$ cat src/rtl/tusca_config_rx.sv
// Configuration frame receiver: waits for A5,MSB,LSB,CHK from the UART and updates the measurement interval.
// Latency: checksum byte at t -> VALIDA at t+1, pronto_config/erro_config pulse at t+2, idle at t+3.
// Backpressure: none; one rx_pronto per cycle is consumed. TUSCA_CONFIG_RANGE_CHECK_EN enables the MIN/MAX range check.
module tusca_config_rx #(
  parameter int unsigned TIMEOUT_CYCLES   = 50_000_000,
  parameter logic [15:0] DEFAULT_INTERVAL = 16'd60,
  parameter logic [15:0] MIN_INTERVAL     = 16'd2,
  parameter logic [15:0] MAX_INTERVAL     = 16'd3600
) (
  input  logic        clock,
  input  logic        reset,
  input  logic        receber_config,
  input  logic        cancelar,
  input  logic [7:0]  rx_dado,
  input  logic        rx_pronto,
  output logic [15:0] intervalo,
  output logic        pronto_config,
  output logic        erro_config,
  output logic        ocupado,
  output logic [3:0]  db_estado
);

  localparam int CW = $clog2(TIMEOUT_CYCLES + 1);
  // The counter equals this value on the last cycle before the timeout edge.
  localparam logic [CW-1:0] TO_LAST = CW'(TIMEOUT_CYCLES - 1);
  localparam logic [7:0] CABECALHO = 8'hA5;

  typedef enum logic [3:0] {
    OCIOSO           = 4'd0,
    ESPERA_CABECALHO = 4'd1,
    ESPERA_MSB       = 4'd2,
    ESPERA_LSB       = 4'd3,
    ESPERA_CHECKSUM  = 4'd4,
    VALIDA           = 4'd5,
    APLICA           = 4'd6,
    ERRO             = 4'd7
  } estado_t;

  estado_t       estado, estado_prox;
  logic [CW-1:0] cnt_timeout;
  logic [7:0]    byte_msb, byte_lsb, byte_chk;
  logic          espera, timeout, aceita;
  logic          soma_ok, faixa_ok, quadro_ok;
  logic [15:0]   valor;

  assign valor   = {byte_msb, byte_lsb};
  assign soma_ok = (byte_chk == (CABECALHO ^ byte_msb ^ byte_lsb));

`ifdef TUSCA_CONFIG_RANGE_CHECK_EN
  assign faixa_ok = (valor >= MIN_INTERVAL) && (valor <= MAX_INTERVAL);
`else
  assign faixa_ok = (valor != 16'd0);
  logic unused_faixa;
  assign unused_faixa = ^{MIN_INTERVAL, MAX_INTERVAL};
`endif

  assign quadro_ok = soma_ok && faixa_ok;
  assign espera    = (estado == ESPERA_CABECALHO) || (estado == ESPERA_MSB) ||
                     (estado == ESPERA_LSB) || (estado == ESPERA_CHECKSUM);
  assign timeout   = espera && (cnt_timeout == TO_LAST);

  always_ff @(posedge clock) begin
    if (reset) estado <= OCIOSO;
    else       estado <= estado_prox;
  end

  // cancelar beats timeout, which beats a byte arriving in the same cycle.
  always_comb begin
    estado_prox = estado;
    aceita      = 1'b0;
    case (estado)
      OCIOSO: if (receber_config) estado_prox = ESPERA_CABECALHO;
      ESPERA_CABECALHO, ESPERA_MSB, ESPERA_LSB, ESPERA_CHECKSUM: begin
        if (cancelar) begin
          estado_prox = OCIOSO;
        end else if (timeout) begin
          estado_prox = ERRO;
        end else if (rx_pronto) begin
          case (estado)
            ESPERA_CABECALHO: if (rx_dado == CABECALHO) begin
              aceita      = 1'b1;
              estado_prox = ESPERA_MSB;
            end
            ESPERA_MSB: begin
              aceita      = 1'b1;
              estado_prox = ESPERA_LSB;
            end
            ESPERA_LSB: begin
              aceita      = 1'b1;
              estado_prox = ESPERA_CHECKSUM;
            end
            default: begin
              aceita      = 1'b1;
              estado_prox = VALIDA;
            end
          endcase
        end
      end
      VALIDA:       estado_prox = quadro_ok ? APLICA : ERRO;
      APLICA, ERRO: estado_prox = OCIOSO;
      default:      estado_prox = OCIOSO;
    endcase
  end

  // Discarded noise bytes keep counting; only accepted bytes restart the window.
  always_ff @(posedge clock) begin
    if (reset) begin
      cnt_timeout <= '0;
    end else if (espera && !aceita) begin
      cnt_timeout <= cnt_timeout + CW'(1);
    end else begin
      cnt_timeout <= '0;
    end
  end

  always_ff @(posedge clock) begin
    if (reset) begin
      byte_msb <= 8'h00;
      byte_lsb <= 8'h00;
      byte_chk <= 8'h00;
    end else if (aceita) begin
      if (estado == ESPERA_MSB)      byte_msb <= rx_dado;
      if (estado == ESPERA_LSB)      byte_lsb <= rx_dado;
      if (estado == ESPERA_CHECKSUM) byte_chk <= rx_dado;
    end
  end

  always_ff @(posedge clock) begin
    if (reset) begin
      intervalo <= DEFAULT_INTERVAL;
    end else if (estado == VALIDA && quadro_ok) begin
      intervalo <= valor;
    end
  end

  assign pronto_config = (estado == APLICA);
  assign erro_config   = (estado == ERRO);
  assign ocupado       = (estado != OCIOSO);
  assign db_estado     = estado;

endmodule

$ cat config.mk
export PLATFORM = sky130hd
export DESIGN_NAME = tusca_config_rx
export DESIGN_NICKNAME = d
export VERILOG_FILES = /design/src/rtl/tusca_config_rx.sv
export SDC_FILE = /design/constraint.sdc
export NUM_CORES = 1
export LEC_CHECK = 0
export CORE_MARGIN = 4
export CORE_UTILIZATION = 28
export DETAILED_ROUTE_END_ITERATION = 8
export MAX_ROUTING_LAYER = met4
export RECOVER_POWER = 50
export SYNTH_ARGS = -nofsm -noshare
export SYNTH_HDL_FRONTEND = slang
export SYNTH_SLANG_ARGS = --single-unit
$ cat constraint.sdc
create_clock -name clock -period 3.7 [get_ports clock]
set_clock_uncertainty 0.1 [all_clocks]
set_input_delay 0.74 -clock clock [delete_from_list [all_inputs] [get_ports clock]]
set_output_delay 0.74 -clock clock [all_outputs]
set_load 0.02 [all_outputs]
==> out/qor.csv, run 1 <==
stage,metric,value,unit
synthesis,top cell type's share of synthesized area,43.2,%
min_path,min-delay worst type,flop to flop,
sta,final setup fails,0,
setup_path,R2R cell count,7,
pwr,maximum VDD drop,299,µV
synthesis,Post-Synth Adder-Cell Area,0.705,%
sta,Final Max Tran Viols,0,
clock_network,worst-case clock buffer depth,2,
sta,worst-case hold slack,0.365,ns
synthesis,sequential fraction of the synthesis area,43.2,%
layout,Antenna diodes,0,
setup_path,Worst EP arrival,3.20,ns
placement,input/output buffers,34,
global_route,vias in the first global route,2252,
global_route,global-route wire length before repair,11300,µm
synthesis,Synth Area in XOR/XNOR,11.3,%
sta,final worst path period share,84.6,%
layout,final core occ,35.5,%
setup_path,critical path class,input port to flop,
setup_path,reg2reg setup slack,0.90,ns
routing,post-route ant nets,0,
synthesis,Syn Std Cell Area,0.00319,mm²
setup_path,CP required,3.77,ns
synthesis,synth cell count leaders,"nor2_1, dfxtp_1, mux2i_1",
sta,Setup WS post-layout,0.568,ns
clock_network,Post-CTS Setup Inserts,0,
job,Max Cap Viol,0,
floorplanning,die height,115,µm
synthesis,Synth async-reset ratio,0,%
clock_network,H-tree levels,3,
placement,hpwl dp,4790,µm
global_route,gr usage total,11.0,%
layout,fillers,1130,
sta,"Hold Violations, Final",0,
floorplanning,row count,38,
routing,routed vias,2426,
setup_path,crit-path max FO,26,
clock_network,Clock Latency Late Sink,0.33,ns
synthesis,Cell variety after synth,48,
sta,RSZ-0062 raised after global routing,false,
sta,post-layout minimum cycle time,3.13,ns
synthesis,Post-Syn Instances,340,
clock_network,CTS Buf Count,9,
setup_path,Critical Path Sink Type,flop,
clock_network,post-CTS resize count,0,
setup_path,reg2reg start,byte_msb[7]$_SDFFE_PP0P_,
synthesis,"area leader, netlist",dfxtp_1,
global_route,total grt overflow,0,
floorplanning,initial core utilization,29.1,%
global_route,initial antenna violation count,0,
synthesis,syn_nets,354,
floorplanning,die width,115,µm
layout,NumNets Final,386,
sta,relative slew slack,23.5,%
routing,drt initial violations,116,
synthesis,Synth Area per Inst,9.40,µm²
synthesis,multiplexer share of the synthesized area,11.3,%
setup_path,reg2reg end,intervalo[13]$_SDFFE_PP0P_,
clock_network,clk slew on worst S/H paths,0.05,ns
pwr,Pwr Density,511,mW/mm²
routing,final WL,6700,µm
clock_network,Hold Buf Count CTS,0,
clock_network,TritonCTS Sinks,69,
sta,Final TNS setup,0,ns
global_route,largest net degree at the start of global routing,48,
layout,layout cells sized above 1,8.49,%
placement,Placer Congestion,0.839,
sta,f_max,0.319,GHz
synthesis,combinational family with the most area after synthesis,simple AND/OR/NAND/NOR gates,
floorplanning,core area,0.0110,mm²
placement,worst setup slack after placement,0.450,ns
synthesis,YS warnings,0,
synthesis,Synth Area in Compound Gates,4.07,%
sta,Tightest Pin Transition,1.15,ns
layout,Area Growth Syn to Fin,21.9,%
pwr,Leak,1.45,nW
synthesis,synth top area cells,"dfxtp_1, mux2i_1, nor2_1",
synthesis,Synth Area in Simple Gates,25.5,%
routing,Pre-antenna DRT Iters,4,
clock_network,CTS tree,yes,
floorplanning,# IOs,36,
synthesis,Post-synth top flop,dfxtp_1,
routing,routed vias/inst,4.69,
setup_path,Worst Setup EP,cnt_timeout[3]$_SDFF_PP0_,
setup_path,CP Launch Point,rx_dado[2],
synthesis,number of synthesized flops with an enable pin,0,
synthesis,#FFs+latches synth,69,
clock_network,Root Driver,clkbuf_16,
synthesis,"count leader, synth",nor2_1,
setup_path,CP startpoint kind,input port,
routing,Wirelength per Cell,13.0,µm
floorplanning,die area,0.0132,mm²
routing,DRC,0,
outcome,status,finished clean,
## per-stage QoR
| step | cell area [µm²] | total power [W] | cells |
|---|---|---|---|
| 6_report | 3890 | 0.00199 | 517 |
| 5_1_grt | 3890 | 0.00210 | 517 |
| 4_1_cts | 3930 | 0.00204 | 517 |
| 3_5_place_dp | 3650 | 0.00124 | 501 |
| 3_3_place_gp | 3650 | 0.00123 | 501 |
| 2_1_floorplan | 3190 | 0.00113 | 340 |
## sequential cells by signal (all words and copies together) (netlist names)
register     flops
intervalo       16
byte_msb         8
cnt_timeout     26
byte_chk         8
db_estado        3
byte_lsb         8
## routing by layer
metal	global-route usage, %	vias to the layer above	share of wire [%]
met5	-	-	0
li1	-	1227	-
met1	14.3	1153	48
met4	2.74	0	1.5
met3	3.74	10	4.3
met2	16.5	36	46
## cells by family after synthesis
group / after synthesis
AND/OR/NAND/NOR: 154
flip-flops: 69
XOR/XNOR: 38
multiplexers: 36
buffers and inverters: 24
AO/OA/AOI/OAI: 16
adder cells (fa/ha/maj): 2
other: 1
## area by class of cell
| cell class | count | area [µm²] | area share, % |
|---|---|---|---|
| Inverter | 7 | 26.3 | 0.675 |
| Multi-Input combinational cell | 247 | 1660 | 42.7 |
| Sequential cell | 69 | 1380 | 35.5 |
| Clock buffer | 9 | 225 | 5.78 |
| Timing Repair Buffer | 38 | 367 | 9.41 |
| Tap cell | 140 | 175 | 4.50 |
| Clock inverter | 7 | 57.6 | 1.48 |
## cell usage in the layout, fill, tap and decap left out, types with 2 or more instances in the layout
| cell | synthesis | final |
|---|---|---|
| a21oi_1 | 4 | 4 |
| mux2i_1 | 36 | 36 |
| nor2_1 | 84 | 84 |
| o21ai_0 | 3 | 3 |
| buf_4 | 4 | 3 |
| dfxtp_1 | 69 | 69 |
| dlygate4sd3_1 | 0 | 20 |
| xor2_1 | 13 | 13 |
| inv_6 | 0 | 3 |
| xnor3_1 | 2 | 2 |
| and4bb_2 | 4 | 4 |
| inv_1 | 7 | 7 |
| and3_1 | 5 | 5 |
| clkbuf_16 | 0 | 9 |
| clkinvlp_4 | 0 | 2 |
| clkdlybuf4s50_1 | 0 | 14 |
| a311oi_1 | 2 | 2 |
| nand2_1 | 10 | 10 |
| nor3_1 | 8 | 8 |
| xnor2_1 | 23 | 23 |
| and4_1 | 2 | 2 |
| nand4_1 | 7 | 7 |
| nor4_1 | 5 | 5 |
| nand3b_1 | 2 | 2 |
| nand3_1 | 12 | 13 |
## worst min-delay path by stage
stage | start | end | slack, ns | cells after the start
after floorplan | cnt_timeout[0]$_SDFF_PP0_ | cnt_timeout[0]$_SDFF_PP0_ | 0.33 | 1
after global placement | cnt_timeout[0]$_SDFF_PP0_ | cnt_timeout[0]$_SDFF_PP0_ | 0.34 | 1
after detailed placement | cnt_timeout[0]$_SDFF_PP0_ | cnt_timeout[0]$_SDFF_PP0_ | 0.36 | 1
after CTS | cnt_timeout[0]$_SDFF_PP0_ | cnt_timeout[0]$_SDFF_PP0_ | 0.37 | 1
after global routing | cnt_timeout[0]$_SDFF_PP0_ | cnt_timeout[0]$_SDFF_PP0_ | 0.41 | 1
final | cnt_timeout[0]$_SDFF_PP0_ | cnt_timeout[0]$_SDFF_PP0_ | 0.36 | 1
## worst max-delay path, stage by stage
cell and delay, ns:
dlygate4sd3_1 0.66, and4bb_2 0.25, a211o_1 0.12, nand2_1 0.14, o31ai_1 0.28, clkbuf_1 0.88
nor2_1 0.11
## power by group
group,internal [W],switching [W]
Combinational,0.000152,0.000212
Sequential,0.000771,0.0000536
Clock,0.000463,0.000339
(Power assumes the default switching activity.)
==> run 2, diff against run 1 <==
==> constraint.sdc (replaced) <==
create_clock -name clock -period 2.7 [get_ports clock]
set_clock_uncertainty 0.1 [all_clocks]
set_input_delay 0.54 -clock clock [delete_from_list [all_inputs] [get_ports clock]]
set_output_delay 0.54 -clock clock [all_outputs]
set_load 0.02 [all_outputs]
==> out/qor.csv, run 2 (synthesis results as in run 1) <==
stage,metric,value,unit
global_route,largest net degree at the start of global routing,48,
placement,Placer Congestion,0.820,
floorplanning,# IOs,36,
routing,routed vias,2478,
sta,f_max,0.412,GHz
sta,worst-case hold slack,0.362,ns
clock_network,Root Driver,clkbuf_16,
placement,DP Area,0.00379,mm²
global_route,initial antenna violation count,0,
floorplanning,die width,115,µm
layout,Area Growth Syn to Fin,27.1,%
sta,Final TNS setup,0,ns
setup_path,reg2reg setup slack,0.42,ns
layout,Largest Register,cnt_timeout,
floorplanning,initial core utilization,29.1,%
clock_network,Hold Buf Count CTS,0,
setup_path,R2R cell count,7,
global_route,global-route wire length before repair,11800,µm
min_path,Hold Crit Endpoint,cnt_timeout[0]$_SDFF_PP0_,
sta,post-layout minimum cycle time,2.42,ns
clock_network,H-tree levels,3,
sta,"Hold Violations, Final",0,
placement,input/output buffers,34,
floorplanning,die area,0.0132,mm²
clock_network,CTS Buf Count,9,
routing,Pre-antenna DRT Iters,4,
global_route,gr usage total,11.6,%
placement,hpwl dp,5040,µm
layout,layout cells sized above 1,12.2,%
layout,Final Instance Area,0.00406,mm²
layout,"commonest non-fill, non-tap cell in the layout",nor2_1,
routing,drt initial violations,94,
setup_path,critical path class,input port to flop,
sta,final worst path period share,89.8,%
clock_network,post-CTS resize count,0,
routing,post-route ant nets,0,
floorplanning,row count,38,
clock_network,CTS tree,yes,
clock_network,Post-CTS Setup Inserts,0,
min_path,min-delay worst type,flop to flop,
clock_network,worst-case clock buffer depth,2,
job,Max Cap Viol,0,
clock_network,clk slew on worst S/H paths,0.06,ns
layout,Largest regs,"cnt_timeout: 26 flops, intervalo: 16 flops",
setup_path,CP Launch Point,rx_dado[7],
setup_path,Critical Path Sink Type,flop,
min_path,Hold Crit Depth,1,
layout,max reg flops,26,
pwr,maximum VDD drop,381,µV
setup_path,CP startpoint kind,input port,
global_route,vias in the first global route,2502,
sta,RSZ-0062 raised after global routing,false,
layout,final core occ,37.0,%
floorplanning,die height,115,µm
routing,DRC,0,
layout,most frequent cells in the layout,"nor2_1, dfxtp_1, mux2i_1",
floorplanning,core area,0.0110,mm²
global_route,total grt overflow,0,
clock_network,TritonCTS Sinks,69,
min_path,Hold Crit Start,cnt_timeout[0]$_SDFF_PP0_,
outcome,status,finished clean,
setup_path,crit-path max FO,8,
setup_path,Worst EP arrival,2.53,ns
sta,Final Max Tran Viols,0,
routing,final WL,7000,µm
layout,NumNets Final,401,
sta,final setup fails,0,
setup_path,reg2reg start,byte_msb[7]$_SDFFE_PP0P_,
setup_path,CP required,2.80,ns
routing,routed vias/inst,4.66,
routing,Wirelength per Cell,13.2,µm
pwr,Pwr Density,706,mW/mm²
setup_path,reg2reg end,intervalo[7]$_SDFFE_PP0P_,
clock_network,Clock Latency Late Sink,0.33,ns
layout,Antenna diodes,0,
pwr,Leak,1.54,nW
[run 2: where the power goes]
part	internal, W	switching (W)	leakage, nW	total [W]
clock network	0.000719	0.000455	0.146	0.00117
logic	0.000254	0.000306	0.835	0.000560
registers	0.00106	0.0000752	0.557	0.00113
total	0.00203	0.000835	1.54	0.00287
[run 2: area by class of cell]
type / count / area [µm²]
sequential: 69 / 1380
clock inverter: 7 / 73.8
fill: 1089 / 6920
tap: 140 / 175
multi-input combinational: 247 / 1680
timing repair buffer: 53 / 498
clock buffer: 9 / 225
inverter: 7 / 26.3
[run 2: worst max path at each step]
stage                                     endpoint  slack, ns
after global routing      byte_lsb[0]$_SDFFE_PP0P_       0.13
after CTS                                  ocupado       0.28
final                     byte_lsb[1]$_SDFFE_PP0P_       0.28
after global placement    byte_msb[1]$_SDFFE_PP0P_       0.07
after floorplan           byte_chk[0]$_SDFFE_PP0P_       0.52
after detailed placement  byte_lsb[1]$_SDFFE_PP0P_       0.02
[run 2: worst max-delay path: stages]
cell and delay (ns):
dlygate4sd3_1 0.57, and4bb_2 0.27, a211o_1 0.12, nand2_1 0.07
clkbuf_1 0.19, nor4_4 0.34, buf_12 0.18, mux2i_1 0.19
nor2_1 0.05
[run 2: routing by layer]
layer / routed length (µm) / global-route usage, % / share of wire [%] / vias to the layer above
met5: 0 / - / 0 / -
met4: 110 / 3.29 / 1.6 / 0
met3: 307 / 3.74 / 4.4 / 7
met2: 3500 / 19.2 / 50 / 40
met1: 3080 / 13.4 / 44 / 1175
li1: - / - / - / 1256
[run 2: stage by stage]
stage / setup WS (ns) / power (W) / cells
2_1_floorplan: 0.519 / 0.00154 / 340
3_3_place_gp: 0.0730 / 0.00173 / 516
3_5_place_dp: 0.0179 / 0.00173 / 516
4_1_cts: 0.277 / 0.00292 / 532
5_1_grt: 0.131 / 0.00300 / 532
6_report: 0.275 / 0.00287 / 532
==> run 3, diff against run 2 <==
--- a/config.mk
+++ b/config.mk
@@ -8,7 +8,9 @@
 export CORE_MARGIN = 4
 export CORE_UTILIZATION = 28
 export DETAILED_ROUTE_END_ITERATION = 8
+export GPL_TIMING_DRIVEN = 1
 export MAX_ROUTING_LAYER = met4
+export PLACE_DENSITY_LB_ADDON = 0.08
 export RECOVER_POWER = 50
 export SYNTH_ARGS = -nofsm -noshare
 export SYNTH_HDL_FRONTEND = slang
==> out/qor.csv, run 3 (synthesis results as in run 1) <==
stage,metric,value,unit
layout,Largest regs,"cnt_timeout: 26 flops, intervalo: 16 flops",
routing,final WL,7570,µm
clock_network,CTS Buf Count,9,
global_route,gr usage total,13.0,%
min_path,Hold Crit Depth,1,
floorplanning,# IOs,36,
pwr,maximum VDD drop,332,µV
sta,relative slew slack,65.7,%
sta,Final Max Tran Viols,0,
pwr,Leak,1.56,nW
routing,met3 routed WL,267,µm
min_path,min-delay worst type,flop to flop,
setup_path,Critical Path Sink Type,output pin,
job,Max Cap Viol,0,
floorplanning,core area,0.0110,mm²
floorplanning,die width,115,µm
clock_network,Post-CTS Setup Inserts,0,
sta,final worst path period share,88.5,%
clock_network,CTS tree,yes,
layout,fillers,1106,
routing,DR top layer,met4,
layout,max reg flops,26,
setup_path,worst path cell trace,or3_4 -> clkdlybuf4s50_1,
setup_path,"Slowest-stage cell, CP",clkdlybuf4s50_1,
sta,post-layout minimum cycle time,2.39,ns
setup_path,CP required,2.06,ns
placement,Placer Congestion,0.763,
global_route,vias in the first global route,2498,
setup_path,cell family contributing the most delay on the critical path,buffers and inverters,
sta,"Hold Violations, Final",0,
clock_network,post-CTS resize count,0,
floorplanning,die height,115,µm
global_route,largest net degree at the start of global routing,48,
sta,worst-case hold slack,0.365,ns
clock_network,Clock Latency Late Sink,0.33,ns
sta,final setup fails,0,
setup_path,Worst EP arrival,1.75,ns
layout,layout cells sized above 1,13.2,%
clock_network,Hold Buf Count CTS,0,
sta,RSZ-0062 raised after global routing,false,
layout,most frequent cells in the layout,"nor2_1, dfxtp_1, mux2i_1",
pwr,Pwr Density,725,mW/mm²
placement,input/output buffers,34,
routing,DRC,0,
floorplanning,die area,0.0132,mm²
clock_network,worst-case clock buffer depth,2,
routing,Wirelength per Cell,14.2,µm
placement,hpwl dp,5360,µm
layout,NumNets Final,404,
clock_network,clk slew on worst S/H paths,0.06,ns
setup_path,reg2reg end,db_estado[1]$_SDFFE_PP0P_,
layout,Area Growth Syn to Fin,27.8,%
routing,routed vias/inst,4.56,
global_route,global-route wire length before repair,13000,µm
setup_path,crit-path max FO,13,
sta,Tightest Pin Transition,0.515,ns
clock_network,H-tree levels,3,
setup_path,critical path buffer and inverter count,1,
clock_network,TritonCTS Sinks,69,
routing,routed vias,2440,
setup_path,reg2reg start,cnt_timeout[0]$_SDFF_PP0_,
routing,post-route ant nets,0,
global_route,initial antenna violation count,0,
setup_path,critical path class,flop to output pin,
routing,Pre-antenna DRT Iters,4,
routing,drt initial violations,98,
min_path,Hold Crit Endpoint,cnt_timeout[0]$_SDFF_PP0_,
setup_path,CP startpoint kind,flop,
layout,"commonest non-fill, non-tap cell in the layout",nor2_1,
sta,Final TNS setup,0,ns
setup_path,R2R cell count,7,
routing,met2 WL,3550,µm
outcome,status,finished clean,
clock_network,Root Driver,clkbuf_16,
routing,met1 wire length,3620,µm
layout,Largest Register,cnt_timeout,
floorplanning,initial core utilization,29.1,%
global_route,total grt overflow,0,
setup_path,reg2reg setup slack,0.36,ns
layout,Antenna diodes,0,
floorplanning,row count,38,
min_path,Hold Crit Start,cnt_timeout[0]$_SDFF_PP0_,
setup_path,"slowest stage delay, CP",0.60,ns
sta,f_max,0.419,GHz
[run 3: through the flow]
| stage | worst slack (ns) | utilization (%) | total power [W] | cell area [µm²] | std cells |
|---|---|---|---|---|---|
| final | 0.311 | 37.2 | 0.00296 | 4080 | 535 |
| after global routing | 0.135 | 37.2 | 0.00311 | 4080 | 535 |
| after CTS | 0.297 | 37.4 | 0.00303 | 4110 | 535 |
| after detailed placement | 0.0462 | 34.5 | 0.00175 | 3790 | 519 |
| after global placement | 0.0270 | 34.5 | 0.00176 | 3790 | 519 |
| after floorplan | 0.519 | - | 0.00154 | 3190 | 340 |
[run 3: power by group]
part	switching [W]	internal, W
clock network	0.000447	0.000803
logic	0.000318	0.000258
registers	0.0000748	0.00106
[run 3: per-layer routing]
metal | vias up | track usage, %
met2 | 36 | 20.1
met3 | 9 | 3.37
met4 | 0 | 5.16
li1 | 1257 | -
met1 | 1138 | 16.3
met5 | - | -
[run 3: worst max-delay path by stage]
stage	startpoint	end	slack (ns)	cells past startpoint
6_report	db_estado[1]$_SDFFE_PP0P_	ocupado	0.31	2
2_1_floorplan	rx_dado[3]	byte_chk[0]$_SDFFE_PP0P_	0.52	7
3_3_place_gp	rx_dado[6]	byte_msb[3]$_SDFFE_PP0P_	0.03	8
3_5_place_dp	rx_dado[6]	byte_lsb[0]$_SDFFE_PP0P_	0.05	9
5_1_grt	rx_dado[6]	byte_lsb[6]$_SDFFE_PP0P_	0.13	9
4_1_cts	db_estado[0]$_SDFFE_PP0P_	ocupado	0.30	2
[run 3: final cells by class]
| cell class | count | area (µm²) | area share [%] |
|---|---|---|---|
| flip-flops and latches | 69 | 1380 | 33.8 |
| repair buffers | 56 | 503 | 12.3 |
| inverters | 7 | 26.3 | 0.644 |
| clock buffers | 9 | 225 | 5.52 |
| multi-input cells | 247 | 1680 | 41.2 |
| well taps | 140 | 175 | 4.29 |
| clock inverters | 7 | 90.1 | 2.21 |
